<file path="src/rtl/timer_mmio.sv">
// Memory-mapped interval timer: counts N prescaled ticks after START and raises a
// sticky done flag (with a one-cycle pulse) that software polls and clears.
module timer_mmio #(
    parameter bit          Simulacion = 1'b0,
    parameter int unsigned CLK_HZ     = 100_000_000,
    parameter int unsigned TICK_HZ    = 1000
) (
    input  logic        clk,
    input  logic        reset,
    input  logic        ctrl_we,
    input  logic [31:0] ctrl_wdata,
    output logic [31:0] done_rdata,
    output logic        done_pulse
);

    localparam int unsigned DIV = Simulacion ? 4 : CLK_HZ / TICK_HZ;
    localparam int unsigned PW  = (DIV > 1) ? $clog2(DIV) : 1;
    localparam logic [PW-1:0] PreMax = PW'(DIV - 1);

    typedef enum logic [1:0] {StIdle, StRun, StDone} state_e;

    state_e        state_q, state_d;
    logic [15:0]   remaining_q, remaining_d;
    logic [PW-1:0] pre_cnt_q, pre_cnt_d;
    logic          pulse_q, pulse_d;

    logic        cmd_start, cmd_stop, cmd_clr;
    logic [15:0] n_val;
    logic        unused_rsvd;

    assign cmd_start   = ctrl_we & ctrl_wdata[0];
    assign cmd_stop    = ctrl_we & ctrl_wdata[1];
    assign cmd_clr     = ctrl_we & ctrl_wdata[2];
    assign n_val       = ctrl_wdata[31:16];
    assign unused_rsvd = ^ctrl_wdata[15:3];

    always_comb begin
        state_d     = state_q;
        remaining_d = remaining_q;
        pre_cnt_d   = pre_cnt_q;
        pulse_d     = 1'b0;
        if (cmd_stop) begin
            state_d     = StIdle;
            remaining_d = '0;
            pre_cnt_d   = '0;
        end else if (cmd_start) begin
            pre_cnt_d = '0;
            if (n_val != 16'd0) begin
                state_d     = StRun;
                remaining_d = n_val;
            end else begin
                state_d     = StDone;
                remaining_d = '0;
                pulse_d     = 1'b1;
            end
        end else if (cmd_clr && state_q == StDone) begin
            state_d = StIdle;
        end else if (state_q == StRun) begin
            if (pre_cnt_q == PreMax) begin
                pre_cnt_d = '0;
                // Saturating decrement; reaching zero ends the interval.
                if (remaining_q != 16'd0) begin
                    remaining_d = remaining_q - 16'd1;
                end
                if (remaining_q <= 16'd1) begin
                    state_d = StDone;
                    pulse_d = 1'b1;
                end
            end else begin
                pre_cnt_d = pre_cnt_q + PW'(1);
            end
        end
    end

    always_ff @(posedge clk or posedge reset) begin
        if (reset) begin
            state_q     <= StIdle;
            remaining_q <= '0;
            pre_cnt_q   <= '0;
            pulse_q     <= 1'b0;
        end else begin
            state_q     <= state_d;
            remaining_q <= remaining_d;
            pre_cnt_q   <= pre_cnt_d;
            pulse_q     <= pulse_d;
        end
    end

    assign done_rdata = {remaining_q, 14'b0, state_q == StRun, state_q == StDone};
    assign done_pulse = pulse_q;

endmodule

</file>
<file path="config.mk">
export PLATFORM = sky130hd
export DESIGN_NAME = timer_mmio
export DESIGN_NICKNAME = d
export VERILOG_FILES = /design/src/rtl/timer_mmio.sv
export SDC_FILE = /design/constraint.sdc
export NUM_CORES = 1
export LEC_CHECK = 0
export ABC_AREA = 1
export CORE_ASPECT_RATIO = 1.4
export CORE_MARGIN = 2
export CORE_UTILIZATION = 53
export CTS_CLUSTER_SIZE = 25
export DETAILED_ROUTE_END_ITERATION = 8
export PLACE_DENSITY = 0.86
export RECOVER_POWER = 100
export SLEW_MARGIN = 10
export SYNTH_ARGS = -nofsm -noshare
export SYNTH_HDL_FRONTEND = slang
export SYNTH_SLANG_ARGS = --single-unit
</file>
<file path="constraint.sdc">
create_clock -name clk -period 3.84 [get_ports clk]
set_clock_uncertainty 0.1 [all_clocks]
set_input_delay 0.768 -clock clk [delete_from_list [all_inputs] [get_ports clk]]
set_output_delay 0.768 -clock clk [all_outputs]
set_load 0.02 [all_outputs]
</file>
Yosys cells after proc, flatten, opt, wreduce, memory -nomap -nowiden
Cells that the tools add are included.
W data, S select, Z words.
- bits in registers: 36
- input bits: 35
- logic and storage cells: 52
- add/sub/neg operators: 2
- magnitude comparators: 1
- eq/ne operators: 4
- muxes and demuxes: 26
- bitwise logic cells: 3
- reductions and logical operators: 12
- operators with widths (operator ; count):
    $mux W16 ; 7
    $mux W17 ; 5
    $reduce_bool A16 Y1 ; 2
    $add A17 B1 Y17 const B ; 1
    $eq A17 B17 Y1 const B ; 1
    $le A16 B1 Y1 const B ; 1
    $sub A16 B1 Y16 const B ; 1
    $mux W2 ; 7
    $reduce_bool A4 Y1 ; 3
    $reduce_bool A3 Y1 ; 3
    $mux W1 ; 7
    $reduce_and A4 Y1 ; 1
    $and A1 B1 Y1 ; 3
    $ne A3 B3 Y1 const B ; 1
    $reduce_and A3 Y1 ; 1
    $eq A2 B1 Y1 const B ; 1
    $eq A2 B2 Y1 const B ; 1
    $reduce_and A2 Y1 ; 1
    $logic_and A1 B1 Y1 ; 1

Longest topological paths before layout
Gate-level depths: netlist of run 1.
- word-level depth: 7
- gate-level depth with buffers: 12
- gate-level depth less buffers: 11

Worst setup path after synthesis of run 1
OpenSTA, ideal clock, no wires.
- path kind: input -> register
- start: input port ctrl_we
- end: register pre_cnt_q[3]
- setup time: 0.118 ns
- arrival: 1.654 ns
- data required time: 3.622 ns
- slack: 1.968 ns
- stages on the path: 8
- buffers on the path: 1
- cell sequence: nand2_1 -> inv_2 -> nor2_4 -> nand2_4 -> buf_6 -> nand2_1 -> xor2_1 -> nor2_1
- word-level cells in the longest chain between the ends: 4
- elaborated cells on any way between the ends: 9
- classes of those cells: eq/ne (1); mux (2); bitwise (3); reduce/logical (3)
- ends and longest elaborated chain (what ; RTL line ; text):
    start: declaration ; 10 ; input logic ctrl_we,
    $and A1 B1 Y1 ; 33 ; assign cmd_clr = ctrl_we & ctrl_wdata[2];
    $logic_and A1 B1 Y1 ; 56 ; end else if (cmd_clr && state_q == StDone) begin
    $ne A3 B3 Y1 (no line) ; -- ;
    $reduce_and A2 Y1 (no line) ; -- ;
    end signal: assignment ; 84 ; pre_cnt_q <= pre_cnt_d;
    end: declaration ; 24 ; logic [PW-1:0] pre_cnt_q, pre_cnt_d;
Parallel ways exist; a longest one is shown, timed or not.
A chain may end at the register's enable or synchronous reset.

Final worst setup path of run 1
- start: input port ctrl_we
- end: register remaining_q[9]
- word-level cells in the longest chain between the ends: 4
- elaborated cells on any way between the ends: 11
- classes of those cells: eq/ne (1); mux (2); bitwise (3); reduce/logical (5)
- ends and longest elaborated chain (what ; RTL line ; text):
    $and A1 B1 Y1 ; 33 ;
    $logic_and A1 B1 Y1 ; 56 ;
    $ne A3 B3 Y1 (no line) ; -- ;
    $reduce_and A4 Y1 (no line) ; -- ;
    end signal: assignment ; 83 ; remaining_q <= remaining_d;
    end: declaration ; 23 ; logic [15:0] remaining_q, remaining_d;
Parallel ways exist; a longest one is shown, timed or not.

==> results.py, run 1 <==
metrics = {
    "logic_synthesis": {
        "synthArstFlopShare_pct": 100.0,
        "ys_types": 30,
        "yosys_warnings": 0,
        "synth-edff-count": 0,
        "syn_inst": 409,
        "ys_seq_elements": 36,
        "syn_avg_cell_area_sq_um": 6.424,
        "syn_area_sq_um": 2628,
        "synthFlopType": "dfrtp_1",
        "ys_seq_area_share_pct": 34.29,
    },
    "finish": {
        "ff_latch_area_sq_um": 900.9,
        "antenna_cells_inserted": 0,
        "multi_input_area_sq_um": 1460,
        "layout-drive-gt1-share_pct": 4.878,
        "final_common_cell": "nand2_1",
        "fill_cells": 461,
        "post-route-util_pct": 64.82,
        "syn_to_final_growth_pct": 18.52,
        "fin_cells": 515,
        "nets": 490,
        "most-common-layout-cells": "nand2_1, nor2_1, inv_1, nand3_1, dfrtp_1",
    },
    "grt": {
        "grt.met3_usage_pct": 4.398,
        "grt_max_degree": 37,
        "grt_usage_pct": 25.21,
        "grt_most_used_layer": "met2",
        "antenna_found_initial": 0,
        "grt_use_met2_pct": 47.08,
        "grt_pass1_vias": 2675,
        "grt_first_pass_wirelength_um": 11100,
        "grt-ovfl-total": 0,
        "met1_usage_pct": 26.94,
    },
    "floorplanning": {
        "std_cell_rows": 30,
        "start_util_pct": 54.69,
        "die_y_um": 87.31,
        "fp.dieArea_sq_um": 5545,
        "die_w_um": 63.51,
        "io_pins": 68,
        "fp.coreArea_sq_um": 4805,
    },
    "placement": {
        "dpl_worst_slack_ps": 930.5,
        "dp_cells": 508,
        "gp_congestion": 0.9121,
        "portBuffers": 40,
        "place_hpwl_um": 4554,
    },
    "drt": {
        "dr.first_iter.drc_count": 119,
        "drt-total-wl_um": 6184,
        "viasPerCell": 5.049,
        "first_pass_iters": 4,
        "drc": 0,
        "post_drt_wl_per_cell_um": 12.01,
        "vias": 2600,
        "final_antenna_net_count": 0,
    },
    "power": {
        "power_density_nw_per_um2": 541.4,
        "ir_drop_v": 0.0003642,
        "leakage_nw": 1.568,
    },
    "timing": {
        "final_hold_viol_count": 0,
        "slew_headroom_pct": -29.88,
        "max_freq_mhz": 349.6,
        "min_period_over_period_pct": 74.49,
        "worst_slack_ps": 979.4,
        "hold_slack_ps": 432.5,
        "worstMarginPinSlew_ps": 1948,
        "drv_slew": 37,
        "setup-violations-final": 0,
        "min_period_ps": 2861,
        "rsz0062_at_grt": "no",
        "tns_ps": 0,
    },
    "cts": {
        "clockBufferDepth": 2,
        "clkLatencyLatePin_ps": 290,
        "cts_setup_buffers": 0,
        "cts_sinks": 36,
        "cts-resized-gates": 0,
        "clk_pin_slew_worst_paths_ps": 70,
        "numCtsBuffers": 5,
        "htree_levels": 2,
        "cts-root-buf": "clkbuf_8",
        "postCtsHoldBufs": 0,
        "tritoncts": "done",
    },
    "flow_run": {
        "maxCapViolations": 1,
    },
    "setup_path": {
        "r2r_slack_ps": 1870,
        "end_kind": "register",
        "arrival_ps": 2990,
        "worst_setup_path_start_kind": "input port",
        "worstPathRequired_ps": 3970,
        "criticalPathCategory": "input port to register",
        "critPathMaxFanout": 16,
    },
    "outcome": {
        "status": "finished with violations",
        "violations": "max-capacitance violations, max-slew violations",
    },
    "hold_path": {
        "min_path_type": "register to register",
    },
}
metal layers:
layer,wire length [um],vias up
li1,-,1330
met1,2439,1173
met2,3295,78
met3,304,19
met4,144,0
met5,0,-
cells in the mapped netlist (3+ instances only):
master	number	area, sq um
a211oi_1	3	22.52
nand2_1	134	503.0
inv_2	5	18.77
nor3_1	3	15.01
a21oi_1	11	55.05
inv_1	38	142.6
nand3_1	38	190.2
xor2_1	5	43.79
nor2_1	72	270.3
buf_4	15	112.6
nand2_2	4	25.02
dfrtp_1	36	900.9
ha_1	4	50.05
o21ai_1	4	20.02
nand4_1	6	37.54
o21ai_0	11	55.05
report_power, final:
part | total (W) | switching (W) | internal (W) | leakage [nW]
registers | 0.000564 | 0.000109 | 0.000455 | 0.483
clock network | 0.000300 | 0.000140 | 0.000160 | 0.0503
logic | 0.000822 | 0.000512 | 0.000310 | 1.03
cell type report:
class	instances	share of cell area, %
Multi-Input combinational cell	322	46.89
Tap cell	64	2.571
Sequential cell	36	28.93
Clock buffer	7	3.094
Inverter	44	5.303
Timing Repair Buffer	42	13.22
critical path: stages:
cell and delay (ps):
dlygate4sd3_1 610, nand2_1 90, inv_1 410, nor2_4 130
nand2_4 210, nand3_4 240, nor2_4 350, nand2_1 100
nand2_1 70
path summary, 6_finish.rpt:
kind,from,end,cells after the start
max in group asynchronous,reset,pre_cnt_q[12],3
max,ctrl_we,remaining_q[9],9
min,pre_cnt_q[4],pre_cnt_q[4],2
max reg2reg,pre_cnt_q[0],remaining_q[9],11
min reg2reg,pre_cnt_q[4],pre_cnt_q[4],2
min in group asynchronous,reset,remaining_q[14],3
logic make-up after synthesis:
group	share of synthesized area, %
fa+ha+maj	1.905
compound gates	6.381
simple gates	43.38
xor+xnor	2.000
other cells	0.1427
buf+inv	11.90
flops	34.29
through the flow:
step / instance area (sq um) / power [W]
5_1_grt: 3114 / 0.001839
4_1_cts: 3120 / 0.001723
2_1_floorplan: 2676 / 0.001140
3_5_place_dp: 3024 / 0.001418
6_report: 3114 / 0.001686
3_3_place_gp: 3024 / 0.001401
flip-flops by register name (all words and copies together), names as in the netlist:
name / cells
remaining_q: 16
state_q: 2
done_pulse: 1
pre_cnt_q: 17
Power figures use the tool's default switching activity.
==> run 2, diff against run 1 <==
CORE_UTILIZATION = 49   (was 53)
PLACE_DENSITY = 0.8   (was 0.86)
clock period = 3 ns   (was 3.84 ns; I/O delays follow)
==> results.py, run 2 (synthesis results as in run 1) <==
metrics = {
    "setup_path": {
        "r2r-end": "remaining_q[3]",
        "worstReg2RegStart": "pre_cnt_q[0]",
        "arrival_ps": 2690,
        "r2r_slack_ps": 1030,
        "reg2reg_depth": 11,
        "worst_setup_path_start_kind": "input port",
        "end_kind": "register",
        "worstPathRequired_ps": 3140,
        "criticalPathCategory": "input port to register",
        "critPathMaxFanout": 16,
    },
    "cts": {
        "clkLatencyLatePin_ps": 300,
        "numCtsBuffers": 5,
        "htree_levels": 2,
        "cts_setup_buffers": 0,
        "clockBufferDepth": 2,
        "cts-resized-gates": 0,
        "cts-root-buf": "clkbuf_8",
        "cts_sinks": 36,
        "tritoncts": "done",
        "postCtsHoldBufs": 0,
        "clk_pin_slew_worst_paths_ps": 80,
    },
    "timing": {
        "min_period_ps": 2555,
        "min_period_over_period_pct": 85.16,
        "final_hold_viol_count": 0,
        "worst_slack_ps": 445.3,
        "slew_headroom_pct": 38.44,
        "tns_ps": 0,
        "rsz0062_at_grt": "no",
        "drv_slew": 0,
        "worstMarginPinSlew_ps": 923.5,
        "max_freq_mhz": 391.4,
        "setup-violations-final": 0,
    },
    "placement": {
        "portBuffers": 40,
        "place_hpwl_um": 4712,
        "gp_congestion": 0.9623,
        "dp_cells": 511,
        "dpl_worst_slack_ps": 374.1,
    },
    "hold_path": {
        "min_path_type": "register to register",
        "min_from": "pre_cnt_q[4]",
        "holdPathStages": 2,
        "min_to": "pre_cnt_q[4]",
    },
    "finish": {
        "layout-drive-gt1-share_pct": 5.298,
        "fill_cells": 508,
        "multi_input_area_sq_um": 1458,
        "nets": 491,
        "top_regs": "pre_cnt_q (17), remaining_q (16), state_q (2)",
        "most-common-layout-cells": "nand2_1, nor2_1, inv_1, nand3_1, dfrtp_1",
        "ff_latch_area_sq_um": 900.9,
        "regMostFlops": "pre_cnt_q",
        "post-route-util_pct": 61.12,
        "largest_reg_flops": 17,
        "syn_to_final_growth_pct": 20.00,
        "final_common_cell": "nand2_1",
        "fin_cells": 519,
        "antenna_cells_inserted": 0,
    },
    "power": {
        "fin_total_pwr_w": 0.002252,
        "power_density_nw_per_um2": 714.2,
        "ir_drop_v": 0.0004678,
        "leakage_nw": 1.591,
    },
    "flow_run": {
        "maxCapViolations": 0,
    },
    "drt": {
        "first_pass_iters": 4,
        "viasPerCell": 5.100,
        "dr.first_iter.drc_count": 143,
        "drc": 0,
        "drt-total-wl_um": 6335,
        "post_drt_wl_per_cell_um": 12.21,
        "final_antenna_net_count": 0,
        "vias": 2647,
    },
    "grt": {
        "grt_max_degree": 37,
        "antenna_found_initial": 0,
        "grt_usage_pct": 23.62,
        "grt-ovfl-total": 0,
        "grt_first_pass_wirelength_um": 11180,
        "grt_pass1_vias": 2627,
    },
    "floorplanning": {
        "die_w_um": 65.89,
        "die_y_um": 90.65,
        "fp.dieArea_sq_um": 5973,
        "start_util_pct": 50.93,
        "fp.coreArea_sq_um": 5159,
        "io_pins": 68,
        "std_cell_rows": 31,
    },
    "outcome": {
        "status": "completed",
    },
}
## run 2: changes by cell type in the layout (fill, tap and decap cells not counted), sizes merged
cell / change
buf: +1
clkdlybuf4s50: -1
dlygate4sd3: +1
bufinv: +1
## run 2: worst max-delay path by stage
| stage | start | endpoint | cells after the start |
|---|---|---|---|
| final | ctrl_we | remaining_q[3] | 9 |
| after global routing | ctrl_we | remaining_q[3] | 9 |
| after CTS | ctrl_we | remaining_q[3] | 9 |
| after detailed placement | ctrl_we | remaining_q[3] | 9 |
| after global placement | ctrl_we | remaining_q[12] | 9 |
| after floorplan | ctrl_we | pre_cnt_q[3] | 8 |
## run 2: power by group
part | switching [W] | internal, W | leakage, nW | total, W
logic | 0.000655 | 0.000398 | 1.04 | 0.00105
clock network | 0.000184 | 0.000293 | 0.0645 | 0.000477
registers | 0.000140 | 0.000582 | 0.483 | 0.000722
total | 0.000978 | 0.00127 | 1.59 | 0.00225
## run 2: through the flow
stage               area (sq um)  hold WS, ps
global route                3153        471.8
floorplan                   2676        383.6
CTS                         3161        425.5
global placement            3034        401.9
finish                      3153        431.3
detailed placement          3034        412.7
## run 2: cell type report
type                            count  share of cell area, %
Sequential cell                    36                  28.57
Clock inverter                      1                 0.9524
Inverter                           44                  5.238
Tap cell                           66                  2.619
Multi-Input combinational cell    322                  46.23
Timing Repair Buffer               43                  13.33
Clock buffer                        7                  3.056
## run 2: critical path, stage by stage
cell and delay (ps):
dlygate4sd3_1 600, nand2_1 160, inv_1 270, nor2_4 120, nand2_4 190, nand3_4 230, nor2_4 340, nand2_1 90
nand2_1 70
## run 2: metal layers
| layer | vias up | global-route usage (%) | part of all wire (%) |
|---|---|---|---|
| met3 | 12 | 3.741 | 3.5 |
| met2 | 55 | 42.42 | 55 |
| met1 | 1247 | 26.06 | 39 |
| li1 | 1333 | - | - |
| met4 | 0 | 11.46 | 2.4 |
| met5 | - | 0 | 0 |
